[config.mk]
export PLATFORM = sky130hd
export DESIGN_NAME = resonator_ddc_control_axis_block_detect_flat
export DESIGN_NICKNAME = d
export VERILOG_FILES = /design/src/rtl/resonator_ddc_control_pkg.sv /design/src/rtl/resonator_ddc_control_axis_block_detect_if.sv /design/src/rtl/resonator_ddc_control_axis_block_detect_stall_counter.sv /design/src/rtl/resonator_ddc_control_axis_block_detect.sv /design/src/flat_wrapper.sv
export SDC_FILE = /design/constraint.sdc
export NUM_CORES = 1
export LEC_CHECK = 0
export CORE_MARGIN = 1
export CORE_UTILIZATION = 59
export DETAILED_ROUTE_END_ITERATION = 6
export GPL_TIMING_DRIVEN = 0
export HOLD_SLACK_MARGIN = 0.1
export PLACE_DENSITY = 0.81
export SYNTH_ARGS = -nofsm -noshare
export SYNTH_HDL_FRONTEND = slang
export SYNTH_SLANG_ARGS = --single-unit
[constraint.sdc]
create_clock -name clock -period 8.1 [get_ports clock]
set_clock_uncertainty 0.1 [all_clocks]
set_input_delay 2.025 -clock clock [delete_from_list [all_inputs] [get_ports clock]]
set_output_delay 2.025 -clock clock [all_outputs]
set_load 0.1 [all_outputs]
[src/rtl/resonator_ddc_control_pkg.sv]
// rtl/resonator_ddc_control_pkg.sv - shared constants for the DDC control AXIS stall detector
package resonator_ddc_control_pkg;

  localparam int NUM_AXIS_CH      = 2;
  localparam int DEF_STALL_THRESH = 16;
  localparam int DEF_CNT_W        = 16;

  function automatic int first_w(input int num_ch);
    return (num_ch > 1) ? $clog2(num_ch) : 1;
  endfunction

endpackage

[src/rtl/resonator_ddc_control_axis_block_detect_if.sv]
// rtl/resonator_ddc_control_axis_block_detect_if.sv - monitored AXIS handshakes and per-channel block flags
interface resonator_ddc_control_axis_block_detect_if
  import resonator_ddc_control_pkg::*;
#(
  parameter int NUM_CH = NUM_AXIS_CH
);

  logic [NUM_CH-1:0] axis_tvalid;
  logic [NUM_CH-1:0] axis_tready;
  logic [NUM_CH-1:0] axis_block_sigs;

  modport master (
    output axis_tvalid,
    output axis_tready,
    input  axis_block_sigs
  );

  modport slave (
    input  axis_tvalid,
    input  axis_tready,
    output axis_block_sigs
  );

endinterface

[src/rtl/resonator_ddc_control_axis_block_detect_stall_counter.sv]
// rtl/resonator_ddc_control_axis_block_detect_stall_counter.sv - single-channel saturating stall run counter and block flag
module axis_stall_counter
  import resonator_ddc_control_pkg::*;
#(
  parameter int STALL_THRESH = DEF_STALL_THRESH,
  parameter int CNT_W        = DEF_CNT_W
) (
  input  logic             clock,
  input  logic             reset,
  input  logic             tvalid,
  input  logic             tready,
  output logic [CNT_W-1:0] run,
  output logic             stall,
  output logic             block
);

  localparam logic [CNT_W-1:0] RUN_MAX   = '1;
  localparam logic [CNT_W-1:0] THRESH_M1 = CNT_W'(STALL_THRESH - 1);

  assign stall = tvalid & ~tready;

  // run counts stalled cycles before the current one, so block rises on the STALL_THRESH-th
  always_ff @(posedge clock) begin
    if (reset) begin
      run   <= '0;
      block <= 1'b0;
    end else begin
      block <= stall && (run >= THRESH_M1);
      if (!stall) begin
        run <= '0;
      end else if (run != RUN_MAX) begin
        run <= run + CNT_W'(1);
      end
    end
  end

endmodule

[src/rtl/resonator_ddc_control_axis_block_detect.sv]
// rtl/resonator_ddc_control_axis_block_detect.sv - per-channel AXIS stall detector with sticky, first-offender and longest-stall diagnostics
module resonator_ddc_control_axis_block_detect
  import resonator_ddc_control_pkg::*;
#(
  parameter int NUM_CH       = NUM_AXIS_CH,
  parameter int STALL_THRESH = DEF_STALL_THRESH,
  parameter int CNT_W        = DEF_CNT_W,
  localparam int FIRST_W     = first_w(NUM_CH)
) (
  input  logic                clock,
  input  logic                reset,
  resonator_ddc_control_axis_block_detect_if.slave axis,
  input  logic                clear,
  output logic [NUM_CH-1:0]   block_sticky,
  output logic                first_valid,
  output logic [FIRST_W-1:0]  first_ch,
  output logic [CNT_W-1:0]    max_stall
);

  localparam logic [CNT_W-1:0] RUN_MAX = '1;

  logic [CNT_W-1:0]   run [NUM_CH];
  logic [NUM_CH-1:0]  stall;
  logic [NUM_CH-1:0]  blk;
  logic [CNT_W-1:0]   max_next;
  logic [CNT_W-1:0]   cand;
  logic [FIRST_W-1:0] lowest;

  for (genvar g = 0; g < NUM_CH; g++) begin : g_ch
    axis_stall_counter #(
      .STALL_THRESH(STALL_THRESH),
      .CNT_W       (CNT_W)
    ) u_cnt (
      .clock (clock),
      .reset (reset),
      .tvalid(axis.axis_tvalid[g]),
      .tready(axis.axis_tready[g]),
      .run   (run[g]),
      .stall (stall[g]),
      .block (blk[g])
    );
  end

  assign axis.axis_block_sigs = blk;

  // run+1 is the length of the stall including the current cycle
  always_comb begin
    max_next = max_stall;
    cand     = '0;
    for (int i = 0; i < NUM_CH; i++) begin
      if (stall[i]) begin
        cand = (run[i] == RUN_MAX) ? RUN_MAX : run[i] + CNT_W'(1);
        if (cand > max_next) max_next = cand;
      end
    end
  end

  always_comb begin
    lowest = '0;
    for (int i = NUM_CH - 1; i >= 0; i--) begin
      if (blk[i]) lowest = FIRST_W'(i);
    end
  end

  always_ff @(posedge clock) begin
    if (reset) begin
      block_sticky <= '0;
      first_valid  <= 1'b0;
      first_ch     <= '0;
      max_stall    <= '0;
    end else begin
      block_sticky <= clear ? blk : (block_sticky | blk);
      if (clear) begin
        first_valid <= 1'b0;
        first_ch    <= '0;
      end else if (!first_valid && (blk != '0)) begin
        first_valid <= 1'b1;
        first_ch    <= lowest;
      end
      max_stall <= clear ? '0 : max_next;
    end
  end

endmodule

[src/flat_wrapper.sv]
// flat-port wrapper written by rule: the top's interface ports become plain ports
module resonator_ddc_control_axis_block_detect_flat import resonator_ddc_control_pkg::*;
#(
  parameter int NUM_CH       = NUM_AXIS_CH,
  parameter int STALL_THRESH = DEF_STALL_THRESH,
  parameter int CNT_W        = DEF_CNT_W,
  localparam int FIRST_W     = first_w(NUM_CH)
)
  (clock, reset, clear, block_sticky, first_valid, first_ch, max_stall, axis_axis_tvalid, axis_axis_tready, axis_axis_block_sigs);
  resonator_ddc_control_axis_block_detect_if #(.NUM_CH(NUM_CH)) axis_i ();
  input  logic clock;
  input  logic reset;
  input  logic clear;
  output logic [NUM_CH-1:0] block_sticky;
  output logic first_valid;
  output logic [FIRST_W-1:0] first_ch;
  output logic [CNT_W-1:0] max_stall;
  input wire logic [$bits(axis_i.axis_tvalid)-1:0] axis_axis_tvalid;
  input wire logic [$bits(axis_i.axis_tready)-1:0] axis_axis_tready;
  output wire logic [$bits(axis_i.axis_block_sigs)-1:0] axis_axis_block_sigs;
  assign axis_i.axis_tvalid = axis_axis_tvalid;
  assign axis_i.axis_tready = axis_axis_tready;
  assign axis_axis_block_sigs = axis_i.axis_block_sigs;
  resonator_ddc_control_axis_block_detect #(.NUM_CH(NUM_CH), .STALL_THRESH(STALL_THRESH), .CNT_W(CNT_W)) u_core (.clock(clock), .reset(reset), .axis(axis_i), .clear(clear), .block_sticky(block_sticky), .first_valid(first_valid), .first_ch(first_ch), .max_stall(max_stall));
endmodule
==> impl_metrics.toml, run 1 <==
[grt]
grt_usage_pct = 30.7
grt_first_pass_wirelength_mm = 15.2
grt_pass1_vias = 3324
grt_max_degree = 17
antenna_found_initial = 0
gr-total-overflow = 0

[clock_tree]
cts_tree = "yes"
cts_root_buffer = "clkbuf_8"
ctsHoldBuffers = 0
cts-resized-gates = 0
cts_buffer_depth = 2
h-tree-depth = 2
numCtsBuffers = 5
clkLatencyLatePin_ns = 0.32
path_clk_slew_ns = 0.10
cts_setup_buffers = 0
cts_sinks = 54

[floorplan]
die_h_um = 80.1
die_area_um2 = 6410
start_util_pct = 61.1
ios = 29
chipWidth_um = 80.1
coreArea_um2 = 5890
rows = 28

[drt]
routed_wl_mm = 9.41
viasPerCell = 6.32
drcViolationCount = 0
ant_nets = 0
drt-initial-drc-count = 357
vias = 3575
wl_per_cell_um = 16.6
drtPass1Iterations = 5

[finish]
drive_gt1_share_pct = 6.72
area_growth_pct = 13.2
antenna_cells = 0
fin_nets = 531
fill_cells = 502
instances_no_fill = 566

[timing]
clock.fmax_mhz = 139
setup_violations = 0
tightest_slew_ns = 0.997
final_max_slew_viol_count = 0
hold_viol = 0
tns_ns = 0
fin_crit_sh_pct = 89.1
finalCriticalPeriod_ns = 7.22
rsz0062_at_grt = "false"
max-slew-margin-rel_pct = 33.3

[setup_path]
worstSetupPathType = "flip-flop to flip-flop"
startpoint_type = "flip-flop"
reg2reg_depth = 22
worst_ep_required_time_ns = 8.22
r2r-end = "u_core.max_stall[11]"
critPathCapture = "u_core.max_stall[11]"
reg2reg_slack_ns = 0.88
cp-end-kind = "flip-flop"
arrival_ns = 7.33
crit_path_start = "u_core.g_ch[0].u_cnt.run[0]"
reg2reg_from = "u_core.g_ch[0].u_cnt.run[0]"
cp_max_fo = 10

[placement]
place_hpwl_mm = 7.42
numPortBuffers = 28
gp_congestion = 0.887
numPlacedInstances = 557

[power]
ir_drop_uv = 194
leakage_nw = 1.56
power_density_nw_per_um2 = 228

[synthesis]
synth_cell_types = 51
synth_edf_count = 0
synth_flop_cell = "dfxtp_1"
yosysMostFrequentCell = "dfxtp_1"
yosys_register_bits = 54
seq_area_frac_synth_pct = 30.1
synth_common_cells = "dfxtp_1, a21oi_1, nand2_1, ha_1, inv_1"
ys_warn_count = 0
synth.area.top_cells = "dfxtp_1, ha_1, a21oi_1, nand2_1, inv_1"
syn_avg_cell_area_um2 = 7.92
synth.cell_area_um2 = 3600
synth_top_cell_by_area = "dfxtp_1"
syn_nets = 495
synth_top_area_share_pct = 30.1
syn_inst = 454
async_flop_share_pct = 0

[worst_hold_path]
hp-class = "flip-flop to flip-flop"

[run_status]
status = "completed"

[job]
max_cap_violations = 0
## logic make-up (layout without fill, tap and decap cells)
logic type | count (synthesis) | count (layout) | synth area share, %
adders and majority gates | 34 | 34 | 11.8
AOI/OAI and AO/OA | 101 | 101 | 18.1
DFF | 54 | 54 | 30.1
buffers and inverters | 54 | 91 | 6.26
and+or+nand+nor | 188 | 188 | 28.0
xor gates and xnor gates | 17 | 17 | 4.14
muxes | 6 | 6 | 1.70
## worst max-delay path, cell delays in order (launching register included)
cell and delay, ns:
dfxtp_1 0.41, ha_1 0.25, nand3_2 0.16, or3_4 0.43, or3_4 0.41, clkbuf_1 0.25, clkbuf_1 0.30, nand2_1 0.13
ha_1 0.26, nand4_1 0.19, or2_2 0.19, o221ai_2 0.17, nor4_1 0.63, clkbuf_1 0.43, nor2_1 0.13, or2_2 0.31
ha_1 0.31, nand4_1 0.16, or4b_1 0.55, o21ai_1 0.50, clkbuf_1 0.40, nor3_1 0.15, a311oi_1 0.29
## power breakdown
part / internal [W] / switching [W] / leakage, nW / total [W]
combinational: 0.000141 / 0.000332 / 1.08 / 0.000473
clock: 0.0000690 / 0.0000939 / 0.0472 / 0.000163
sequential: 0.000278 / 0.0000122 / 0.436 / 0.000291
## layout by cell type (no fill, tap or decap), types with 6 or more instances in the layout
master	instances
a21oi_1	41
o31ai_1	8
clkdlybuf4s50_1	28
nor2_1	30
dfxtp_1	54
nand2b_1	6
nor3_1	16
nor4_1	16
clkbuf_8	6
clkbuf_1	16
xor2_1	7
a311oi_1	9
a31oi_1	6
nand4_1	15
xnor2_1	10
inv_1	31
nand3_1	21
nand2_1	40
and2_1	10
ha_1	34
o21ai_0	16
## registers in the layout, indices dropped and copies added (netlist names)
register,cells
u_core.max_stall,16
u_core.first_ch,1
u_core.g_ch.u_cnt.run,32
u_core.first_valid,1
u_core.g_ch.u_cnt.block,2
u_core.block_sticky,2
## worst min-delay path by stage
stage                                    start                endpoint  slack (ns)  depth (start not counted)
floorplan           u_core.g_ch[0].u_cnt.block         u_core.first_ch        0.36                          1
global placement        u_core.block_sticky[0]  u_core.block_sticky[0]        0.37                          2
detailed placement      u_core.block_sticky[0]  u_core.block_sticky[0]        0.38                          2
CTS                     u_core.block_sticky[0]  u_core.block_sticky[0]        0.41                          2
global route                u_core.first_valid         u_core.first_ch        0.44                          2
finish                  u_core.block_sticky[0]  u_core.block_sticky[0]        0.40                          2
## layer usage
layer,wire (um),track usage (%),vias to the layer above,part of all wire (%)
met1,4340,42.1,1671,46
met5,0,0,-,0
met4,165,8.57,0,1.8
met2,4160,47.9,149,44
met3,751,6.82,21,8.0
li1,-,-,1734,-
## area by class of cell
type                            count  area [um^2]  area share (%)
Multi-Input combinational cell    346         2290            56.3
Sequential cell                    54         1080            26.6
Timing Repair Buffer               29          285            7.01
Inverter                           31          116            2.86
Buffer                             23          109            2.67
Tap cell                           75         93.8            2.30
Clock buffer                        6         82.6            2.03
Clock inverter                      2         12.5           0.307
## through the flow
step                      utilization, %  total power, W  hold slack (ns)  cell area [um^2]  setup WS (ns)
after CTS                           69.1        0.000909            0.408              4070           1.04
after global placement              67.5        0.000737            0.369              3970           1.23
after floorplan                        -        0.000639            0.363              3600           2.33
final                               69.2        0.000927            0.399              4070          0.885
after global routing                69.2        0.000972            0.440              4070          0.450
after detailed placement            67.5        0.000750            0.385              3970           1.08
Note: power is estimated with default switching activity, not from simulation.
==> run 2: changes to the inputs <==
--- a/config.mk
+++ b/config.mk
@@ -5,6 +5,7 @@
 export SDC_FILE = /design/constraint.sdc
 export NUM_CORES = 1
 export LEC_CHECK = 0
+export ABC_CLOCK_PERIOD_IN_PS = 8100
 export CORE_MARGIN = 1
 export CORE_UTILIZATION = 59
 export DETAILED_ROUTE_END_ITERATION = 6
==> results of run 2 <==
Final layout, timing and power as in run 1 (identical DEF).
==> run 3: changes to the inputs <==
--- a/config.mk
+++ b/config.mk
@@ -12,6 +12,7 @@
 export GPL_TIMING_DRIVEN = 0
 export HOLD_SLACK_MARGIN = 0.1
 export PLACE_DENSITY = 0.81
+export SLEW_MARGIN = 20
 export SYNTH_ARGS = -nofsm -noshare
 export SYNTH_HDL_FRONTEND = slang
 export SYNTH_SLANG_ARGS = --single-unit
==> impl_metrics.toml, run 3 (synthesis gave the netlist of run 1 again) <==
[setup_path]
arrival_ns = 7.39
startpoint_type = "flip-flop"
worst_ep_required_time_ns = 8.21
reg2reg_from = "u_core.g_ch[0].u_cnt.run[0]"
reg2reg_depth = 22
worstSetupPathType = "flip-flop to flip-flop"
cp_max_fo = 10
r2r-end = "u_core.max_stall[11]"
cp-end-kind = "flip-flop"
reg2reg_slack_ns = 0.82

[finish]
fill_cells = 502
drive_gt1_share_pct = 6.53
antenna_cells = 0
final_util_pct = 69.1
reg_top3 = "u_core.g_ch.u_cnt.run x32, u_core.max_stall x16"
mostFrequentLayoutCells = "dfxtp_1, a21oi_1, nand2_1, ha_1, inv_1"
layout_commonest_cell = "dfxtp_1"
fin_nets = 530
register_area_um2 = 1080
largest_reg_flops = 32
area_growth_pct = 13.1
top_register = "u_core.g_ch.u_cnt.run"
fin_area_um2 = 4070
multi_input_area_um2 = 2290

[timing]
fin_crit_sh_pct = 89.9
setup_violations = 0
tns_ns = 0
tightest_slew_ns = 1.00
rsz0062_at_grt = "false"
finalCriticalPeriod_ns = 7.28
timing.final.ws_setup_ns = 0.817
clock.fmax_mhz = 137
hold_viol = 0
max-slew-margin-rel_pct = 33.1
final_max_slew_viol_count = 0

[worst_hold_path]
hold_start = "u_core.block_sticky[0]"
whs_endpoint = "u_core.block_sticky[0]"
hold_depth = 2
hp-class = "flip-flop to flip-flop"

[power]
power_w = 0.000920
pwr-share-seq_pct = 31.6
p_comb_share_pct = 51.0
leakage_nw = 1.56
clockPowerShare_pct = 17.4
switching_power_w = 0.000434
power_density_nw_per_um2 = 226
ir_drop_uv = 192
p_sw_share_pct = 47.2
intPower_w = 0.000486

[floorplan]
start_util_pct = 61.1
ios = 29
die_area_um2 = 6410
chipWidth_um = 80.1
rows = 28
die_h_um = 80.1
coreArea_um2 = 5890

[job]
max_cap_violations = 0

[placement]
pre_cts_ws_ns = 1.08
dpl_cell_area_um2 = 3970
place_hpwl_mm = 7.42
numPortBuffers = 28
gp_congestion = 0.887

[grt]
grt_usage_pct = 30.7
grt_pass1_vias = 3324
gr-total-overflow = 0
grt_first_pass_wirelength_mm = 15.2
met1_usage_pct = 42.1
use_met3_pct = 6.82
grt_max_degree = 17
antenna_found_initial = 0
busiest_layer = "met2"
grt_util_met2_pct = 47.9

[drt]
viasPerCell = 6.22
wl_per_cell_um = 16.5
drt-initial-drc-count = 293
routed_wl_mm = 9.33
drcViolationCount = 0
drtPass1Iterations = 5
ant_nets = 0
vias = 3517

[clock_tree]
clkLatencyLatePin_ns = 0.31
numCtsBuffers = 5
h-tree-depth = 2
ctsHoldBuffers = 0
cts_buffer_depth = 2
path_clk_slew_ns = 0.10
cts_setup_buffers = 0
cts_root_buffer = "clkbuf_8"
cts_sinks = 54
cts_tree = "yes"
cts-resized-gates = 0

[run_status]
status = "completed"
## run 3: cell types whose count changed in the layout (fill, tap and decap cells not counted), sizes merged
cell / before / now
clkbuf: 23 / 22
## run 3: per-layer routing
metal  vias to the layer above  wire length (um)
met5                         -                 0
met4                         0               125
met3                        13               716
met2                       142              4150
met1                      1632              4340
li1                       1730                 -
## run 3: critical path: stages, from the launching register on
cell      delay [ns]
dfxtp_1         0.41
ha_1            0.25
nand3_2         0.16
or3_4           0.43
or3_4           0.41
clkbuf_1        0.25
clkbuf_1        0.30
nand2_1         0.13
ha_1            0.26
nand4_1         0.19
or2_2           0.19
o221ai_2        0.17
nor4_1          0.67
clkbuf_1        0.42
nor2_1          0.13
or2_2           0.31
ha_1            0.31
nand4_1         0.16
or4b_1          0.55
o21ai_1         0.53
clkbuf_1        0.41
nor3_1          0.14
a311oi_1        0.29
## run 3: power by group through the flow
stage               clock, W  sequential, W  combinational [W]
finish              0.000160       0.000291           0.000469
global route        0.000176       0.000292           0.000500
CTS                 0.000163       0.000290           0.000456
detailed placement         0       0.000296           0.000453
global placement           0       0.000297           0.000440
floorplan                  0       0.000381           0.000257
## run 3: cell type report
class / count / share of cell area [%]
Buffer: 23 / 2.68
Clock buffer: 6 / 2.03
Clock inverter: 2 / 0.308
Inverter: 31 / 2.86
Multi-Input combinational cell: 346 / 56.4
Sequential cell: 54 / 26.6
Tap cell: 75 / 2.31
Timing Repair Buffer: 28 / 6.89
## run 3: metrics by stage
step	cells	hold slack, ns
2_1_floorplan	454	0.363
3_3_place_gp	557	0.369
3_5_place_dp	557	0.385
4_1_cts	565	0.408
5_1_grt	565	0.440
6_report	565	0.399
## run 3: worst max-delay path by stage
stage | slack (ns) | endpoint | cells past startpoint | startpoint
global placement | 1.23 | u_core.max_stall[3] | 22 | u_core.g_ch[0].u_cnt.run[0]
detailed placement | 1.08 | u_core.max_stall[11] | 22 | u_core.g_ch[0].u_cnt.run[0]
CTS | 1.04 | u_core.max_stall[11] | 22 | u_core.g_ch[0].u_cnt.run[0]
floorplan | 2.33 | u_core.max_stall[11] | 22 | u_core.g_ch[0].u_cnt.run[0]
finish | 0.82 | u_core.max_stall[11] | 22 | u_core.g_ch[0].u_cnt.run[0]
global route | 0.45 | u_core.max_stall[3] | 22 | u_core.g_ch[0].u_cnt.run[0]
